`config.mk`:
```
export PLATFORM = sky130hd
export DESIGN_NAME = alu_cmd_sequencer
export DESIGN_NICKNAME = d
export VERILOG_FILES = /design/src/rtl/alu_cmd_sequencer.sv
export SDC_FILE = /design/constraint.sdc
export NUM_CORES = 1
export LEC_CHECK = 0
export BUFFER_PORTS_ARGS = -buffer_cell sky130_fd_sc_hd__buf_2
export CORE_ASPECT_RATIO = 0.5
export CORE_MARGIN = 4
export CORE_UTILIZATION = 50
export CTS_CLUSTER_DIAMETER = 60
export DETAILED_ROUTE_END_ITERATION = 10
export PLACE_DENSITY = 0.72
export SYNTH_ARGS = -nofsm -noshare
export SYNTH_HDL_FRONTEND = slang
export SYNTH_SLANG_ARGS = --single-unit
```
`constraint.sdc`:
```
create_clock -name clk -period 4.9 [get_ports clk]
set_input_delay 0.98 -clock clk [delete_from_list [all_inputs] [get_ports clk]]
set_output_delay 0.98 -clock clk [all_outputs]
set_load 0.1 [all_outputs]
```
`src/rtl/alu_cmd_sequencer.sv`:
```
// Issue/writeback wrapper around a combinational ALU: one command in flight,
// results with derived zero/err flags queued in a fall-through FIFO.
module alu_cmd_sequencer #(
    parameter int N     = 32,
    parameter int DEPTH = 4,
    parameter int LAT   = 1
) (
    input  logic                   clk,
    input  logic                   rst,
    input  logic                   cmd_valid,
    output logic                   cmd_ready,
    input  logic [N-1:0]           cmd_a,
    input  logic [N-1:0]           cmd_b,
    input  logic [3:0]             cmd_op,
    output logic [N-1:0]           alu_inA,
    output logic [N-1:0]           alu_inB,
    output logic [3:0]             alu_op,
    input  logic [N-1:0]           alu_out,
    output logic                   res_valid,
    input  logic                   res_ready,
    output logic [N-1:0]           res_data,
    output logic                   res_zero,
    output logic                   res_err,
    output logic [3:0]             res_op,
    output logic                   busy,
    output logic [$clog2(DEPTH):0] level
);

    localparam int AW = $clog2(DEPTH);
    localparam int LW = AW + 1;

    typedef enum logic {IDLE, EXEC} state_e;

    typedef struct packed {
        logic [N-1:0] data;
        logic         zero;
        logic         err;
        logic [3:0]   op;
    } entry_t;

    function automatic logic op_legal(input logic [3:0] op);
        case (op)
            4'b0000, 4'b0001, 4'b0010, 4'b0110,
            4'b0111, 4'b1100, 4'b1101: return 1'b1;
            default:                   return 1'b0;
        endcase
    endfunction

    state_e          state_q, state_d;
    logic [3:0]      cnt_q, cnt_d;
    logic [N-1:0]    a_q, b_q;
    logic [3:0]      op_q;
    logic [AW-1:0]   wptr_q, rptr_q;
    logic [LW-1:0]   level_q, level_d;
    entry_t          fifo_q [DEPTH];

    logic            accept, cmd_legal, cnt_zero;
    logic            load, push, pop;
    entry_t          push_entry, head;

    assign cmd_ready = (state_q == IDLE) & (level_q < LW'(DEPTH)) & ~rst;
    assign accept    = cmd_valid & cmd_ready;
    assign cmd_legal = op_legal(cmd_op);
    assign cnt_zero  = (cnt_q == 4'd0);

    // State register
    always_ff @(posedge clk) begin
        if (rst) state_q <= IDLE;
        else     state_q <= state_d;
    end

    // Next-state logic
    always_comb begin
        state_d = state_q;
        case (state_q)
            IDLE:    if (accept && cmd_legal) state_d = EXEC;
            EXEC:    if (cnt_zero)            state_d = IDLE;
            default:                          state_d = IDLE;
        endcase
    end

    // Output logic: ALU load, settle counter and FIFO push
    always_comb begin
        load       = 1'b0;
        push       = 1'b0;
        cnt_d      = cnt_q;
        push_entry = '0;
        case (state_q)
            IDLE: begin
                if (accept) begin
                    if (cmd_legal) begin
                        load  = 1'b1;
                        cnt_d = 4'(LAT - 1);
                    end else begin
                        push            = 1'b1;
                        push_entry.zero = 1'b1;
                        push_entry.err  = 1'b1;
                        push_entry.op   = cmd_op;
                    end
                end
            end
            EXEC: begin
                if (cnt_zero) begin
                    push            = 1'b1;
                    push_entry.data = alu_out;
                    push_entry.zero = (alu_out == '0);
                    push_entry.op   = op_q;
                end else begin
                    cnt_d = cnt_q - 4'd1;
                end
            end
            default: ;
        endcase
    end

    // ALU operand registers hold until the next legal accept
    always_ff @(posedge clk) begin
        if (rst) begin
            cnt_q <= '0;
            a_q   <= '0;
            b_q   <= '0;
            op_q  <= '0;
        end else begin
            cnt_q <= cnt_d;
            if (load) begin
                a_q  <= cmd_a;
                b_q  <= cmd_b;
                op_q <= cmd_op;
            end
        end
    end

    assign alu_inA = a_q;
    assign alu_inB = b_q;
    assign alu_op  = op_q;
    assign busy    = (state_q == EXEC);

    assign res_valid = (level_q != '0);
    assign pop       = res_valid & res_ready;

    always_comb begin
        level_d = level_q;
        case ({push, pop})
            2'b10:   level_d = level_q + LW'(1);
            2'b01:   level_d = level_q - LW'(1);
            default: level_d = level_q;
        endcase
    end

    always_ff @(posedge clk) begin
        if (rst) begin
            wptr_q  <= '0;
            rptr_q  <= '0;
            level_q <= '0;
        end else begin
            if (push) wptr_q <= wptr_q + AW'(1);
            if (pop)  rptr_q <= rptr_q + AW'(1);
            level_q <= level_d;
        end
    end

    // Storage needs no reset: head outputs are masked while empty
    always_ff @(posedge clk) begin
        if (push) fifo_q[wptr_q] <= push_entry;
    end

    assign head     = fifo_q[rptr_q];
    assign res_data = res_valid ? head.data : '0;
    assign res_zero = res_valid ? head.zero : 1'b0;
    assign res_err  = res_valid ? head.err  : 1'b0;
    assign res_op   = res_valid ? head.op   : 4'b0000;
    assign level    = level_q;

endmodule

```
==> results.sh <==
export IMPL_first_global_vias=6046
export IMPL_ant_nets=0
export IMPL_gp_congestion=0.7265
export IMPL_min_period_over_period_pct=70.87
export IMPL_worst_endpoint_arrival_ps=2490
export IMPL_wl_per_cell_um=18.72
export IMPL_rsz0062_at_grt="no"
export IMPL_cts_resized=0
export IMPL_startpoint_type="register"
export IMPL_power_per_cell_area_nw_per_um2=556.5
export IMPL_clockBufferDepth=3
export IMPL_ys_ff_latch=234
export IMPL_io_pins=216
export IMPL_outcome="completed"
export IMPL_comb_power_share_pct=40.1
export IMPL_dp_hpwl_mm=13.28
export IMPL_yosysSeqAreaShare_pct=63.24
export IMPL_critical_path_class="reg2out"
export IMPL_drv_slew=0
export IMPL_grtUsageTotal_pct=18.74
export IMPL_p_sw_mw=2.836
export IMPL_cp_required_ps=3920
export IMPL_clk_pin_slew_ps=60
export IMPL_grt_max_degree=87
export IMPL_via_count=5742
export IMPL_synth_edf_count=152
export IMPL_syn_nets=733
export IMPL_holdWs_ps=484.5
export IMPL_syn_area_per_cell_um2=15.80
export IMPL_area_growth_pct=20.77
export IMPL_start_util_pct=52.11
export IMPL_hold_class="reg2reg"
export IMPL_internal_power_mw=3.760
export IMPL_clk_latency_ps=500
export IMPL_die_x_um=206.1
export IMPL_power_mw=6.596
export IMPL_ir_drop_v=0.0003624
export IMPL_std_cell_rows=35
export IMPL_netlist_area_um2=9813
export IMPL_syn_inst=621
export IMPL_synth_distinct_cells=48
export IMPL_die_y_um=107.1
export IMPL_ys_flop_type="edfxtp_1"
export IMPL_nFillCells=1430
export IMPL_maxCapViolations=0
export IMPL_slew_headroom_pct=29.83
export IMPL_grt_pass1_wl_mm=32.62
export IMPL_antenna_found_initial=3
export IMPL_p_sw_share_pct=42.99
export IMPL_p_seq_share_pct=34.3
export IMPL_ys_async_sr_fraction_pct=0
export IMPL_cts_htree_levels=1
export IMPL_vias_per_cell=5.187
export IMPL_maxClockFrequency_mhz=288.0
export IMPL_yosysWarnings=0
export IMPL_cp_max_fo=38
export IMPL_final_setup_viol_count=0
export IMPL_drive_above_1_share_pct=43.68
export IMPL_p_leak_nw=4.839
export IMPL_cts_root_buf="clkbuf_16"
export IMPL_die_area_um2=22070
export IMPL_final_hold_viol_count=0
export IMPL_drtPass1Iterations=4
export IMPL_core_area_um2=18830
export IMPL_layout_nets=945
export IMPL_yosys_area_top_type_share_pct=46.51
export IMPL_tns_ps=0
export IMPL_drt_iter0_markers=279
export IMPL_hold_buffers=0
export IMPL_cts_buffers=21
export IMPL_synth_top_cell_by_area="edfxtp_1"
export IMPL_worstMarginPinSlew_ps=1053
export IMPL_grt_remaining_overflow=0
export IMPL_cts_tree="built"
export IMPL_ys_top_cells_by_area="edfxtp_1 47%, dfxtp_1 17%, mux2_4 9.0%"
export IMPL_skew_ps=16.07
export IMPL_wl_mm=20.73
export IMPL_io_buffers=215
export IMPL_cts_setup_buffers=0
export IMPL_cts_sinks=234
export IMPL_drc_errors=0
export IMPL_period_minus_slack_ps=3473
export IMPL_p_clk_share_pct=25.6
export IMPL_endpoint_kind="primary output"
-- cell usage after synthesis (all sizes together), types with 2 or more instances --
| cell type | n |
|---|---|
| a21oi | 10 |
| a22o | 4 |
| and2 | 71 |
| buf | 13 |
| clkbuf | 22 |
| dfxtp | 82 |
| edfxtp | 152 |
| ha | 7 |
| inv | 9 |
| mux2 | 64 |
| mux4 | 38 |
| nand2 | 2 |
| nand2b | 6 |
| nand3 | 4 |
| nand4 | 3 |
| nor2 | 13 |
| nor2b | 68 |
| nor3 | 6 |
| nor3b | 2 |
| nor4 | 9 |
| o21a | 3 |
| o21ai | 7 |
| o31ai | 2 |
| or3 | 4 |
| xor2 | 3 |
-- worst max-delay path, cell delays in order (launching register included) --
cell     delay [ps]
dfxtp_2         310
buf_4           590
mux4_2          610
and2_1          190
buf_2           290
-- through the flow --
stage          setup slack (ps)  utilization (%)  instance area (um2)  cells
2_1_floorplan             516.5                -                 9813    621
3_3_place_gp               1371            59.20                11150   1069
3_5_place_dp               1282            59.20                11150   1069
4_1_cts                    1318            62.92                11850   1106
5_1_grt                    1233            62.94                11850   1107
6_report                   1427            62.94                11850   1107
-- sequential cells by signal (all words and copies together), names as in the netlist, named ones only --
signal and count:
wptr_q 2, fifo_q 152, alu_inA 32, rptr_q 2
cnt_q 4, alu_op 4, alu_inB 32, level 3
busy 1
-- placed cells by master, fill, tap and decap left out, drive strengths merged, types with 6 or more instances in the layout --
master  count
a21oi      10
and2       71
buf       224
clkbuf     28
dfxtp      82
edfxtp    152
ha          7
inv        10
mux2       64
mux4       38
nand2b      6
nor2       13
nor2b      68
nor3        6
nor4        9
o21ai       7
-- routing by layer --
metal,vias up,GRT usage (%),part of all wire [%]
met5,-,0,0.072
met3,36,6.256,8.2
met2,178,30.71,48
met1,2804,24.40,42
li1,2720,-,-
met4,4,4.459,1.8
-- power groups by stage --
stage               sequential [mW]  combinational, mW  clock, mW
floorplan                      2.67               1.88          0
global placement               2.30               2.67          0
detailed placement             2.30               2.67          0
CTS                            2.26               2.68       1.73
global route                   2.27               2.76       1.81
finish                         2.26               2.65       1.69
-- final timing paths --
check / start / end / slack, ps / cells past startpoint
worst min register to register: alu_inA[29]$_SDFFE_PP0P_ / alu_inA[29]$_SDFFE_PP0P_ / 480 / 2
worst min-delay path: alu_inA[29]$_SDFFE_PP0P_ / alu_inA[29]$_SDFFE_PP0P_ / 480 / 2
worst max register to register: cnt_q[0]$_SDFFE_PP0P_ / level[2]$_SDFFE_PP0P_ / 1870 / 12
worst max-delay path: register / res_data[28] / 1430 / 4
-- cell type report --
class / instances / area (um2) / area share (%)
Tap cell: 259 / 324.1 / 2.734
Inverter: 9 / 33.78 / 0.2850
Clock inverter: 9 / 126.4 / 1.066
Antenna cell: 1 / 2.502 / 0.02111
Timing Repair Buffer: 224 / 1156 / 9.755
Multi-Input combinational cell: 343 / 3426 / 28.91
Clock buffer: 28 / 574.3 / 4.846
Sequential cell: 234 / 6208 / 52.39
-- cells by family (layout without fill, tap and decap cells) --
family,count (synthesis),after routing,share of synthesized area (%)
flip-flops,234,234,63.24
AND/OR/NAND/NOR,192,192,12.14
multiplexers,103,103,18.42
buffers and inverters,44,270,2.206
AO/OA/AOI/OAI,36,36,2.537
adder cells (fa/ha/maj),8,8,1.096
XOR/XNOR,4,4,0.3571
other,0,1,0
No activity file was read; power rests on OpenSTA's default activity.
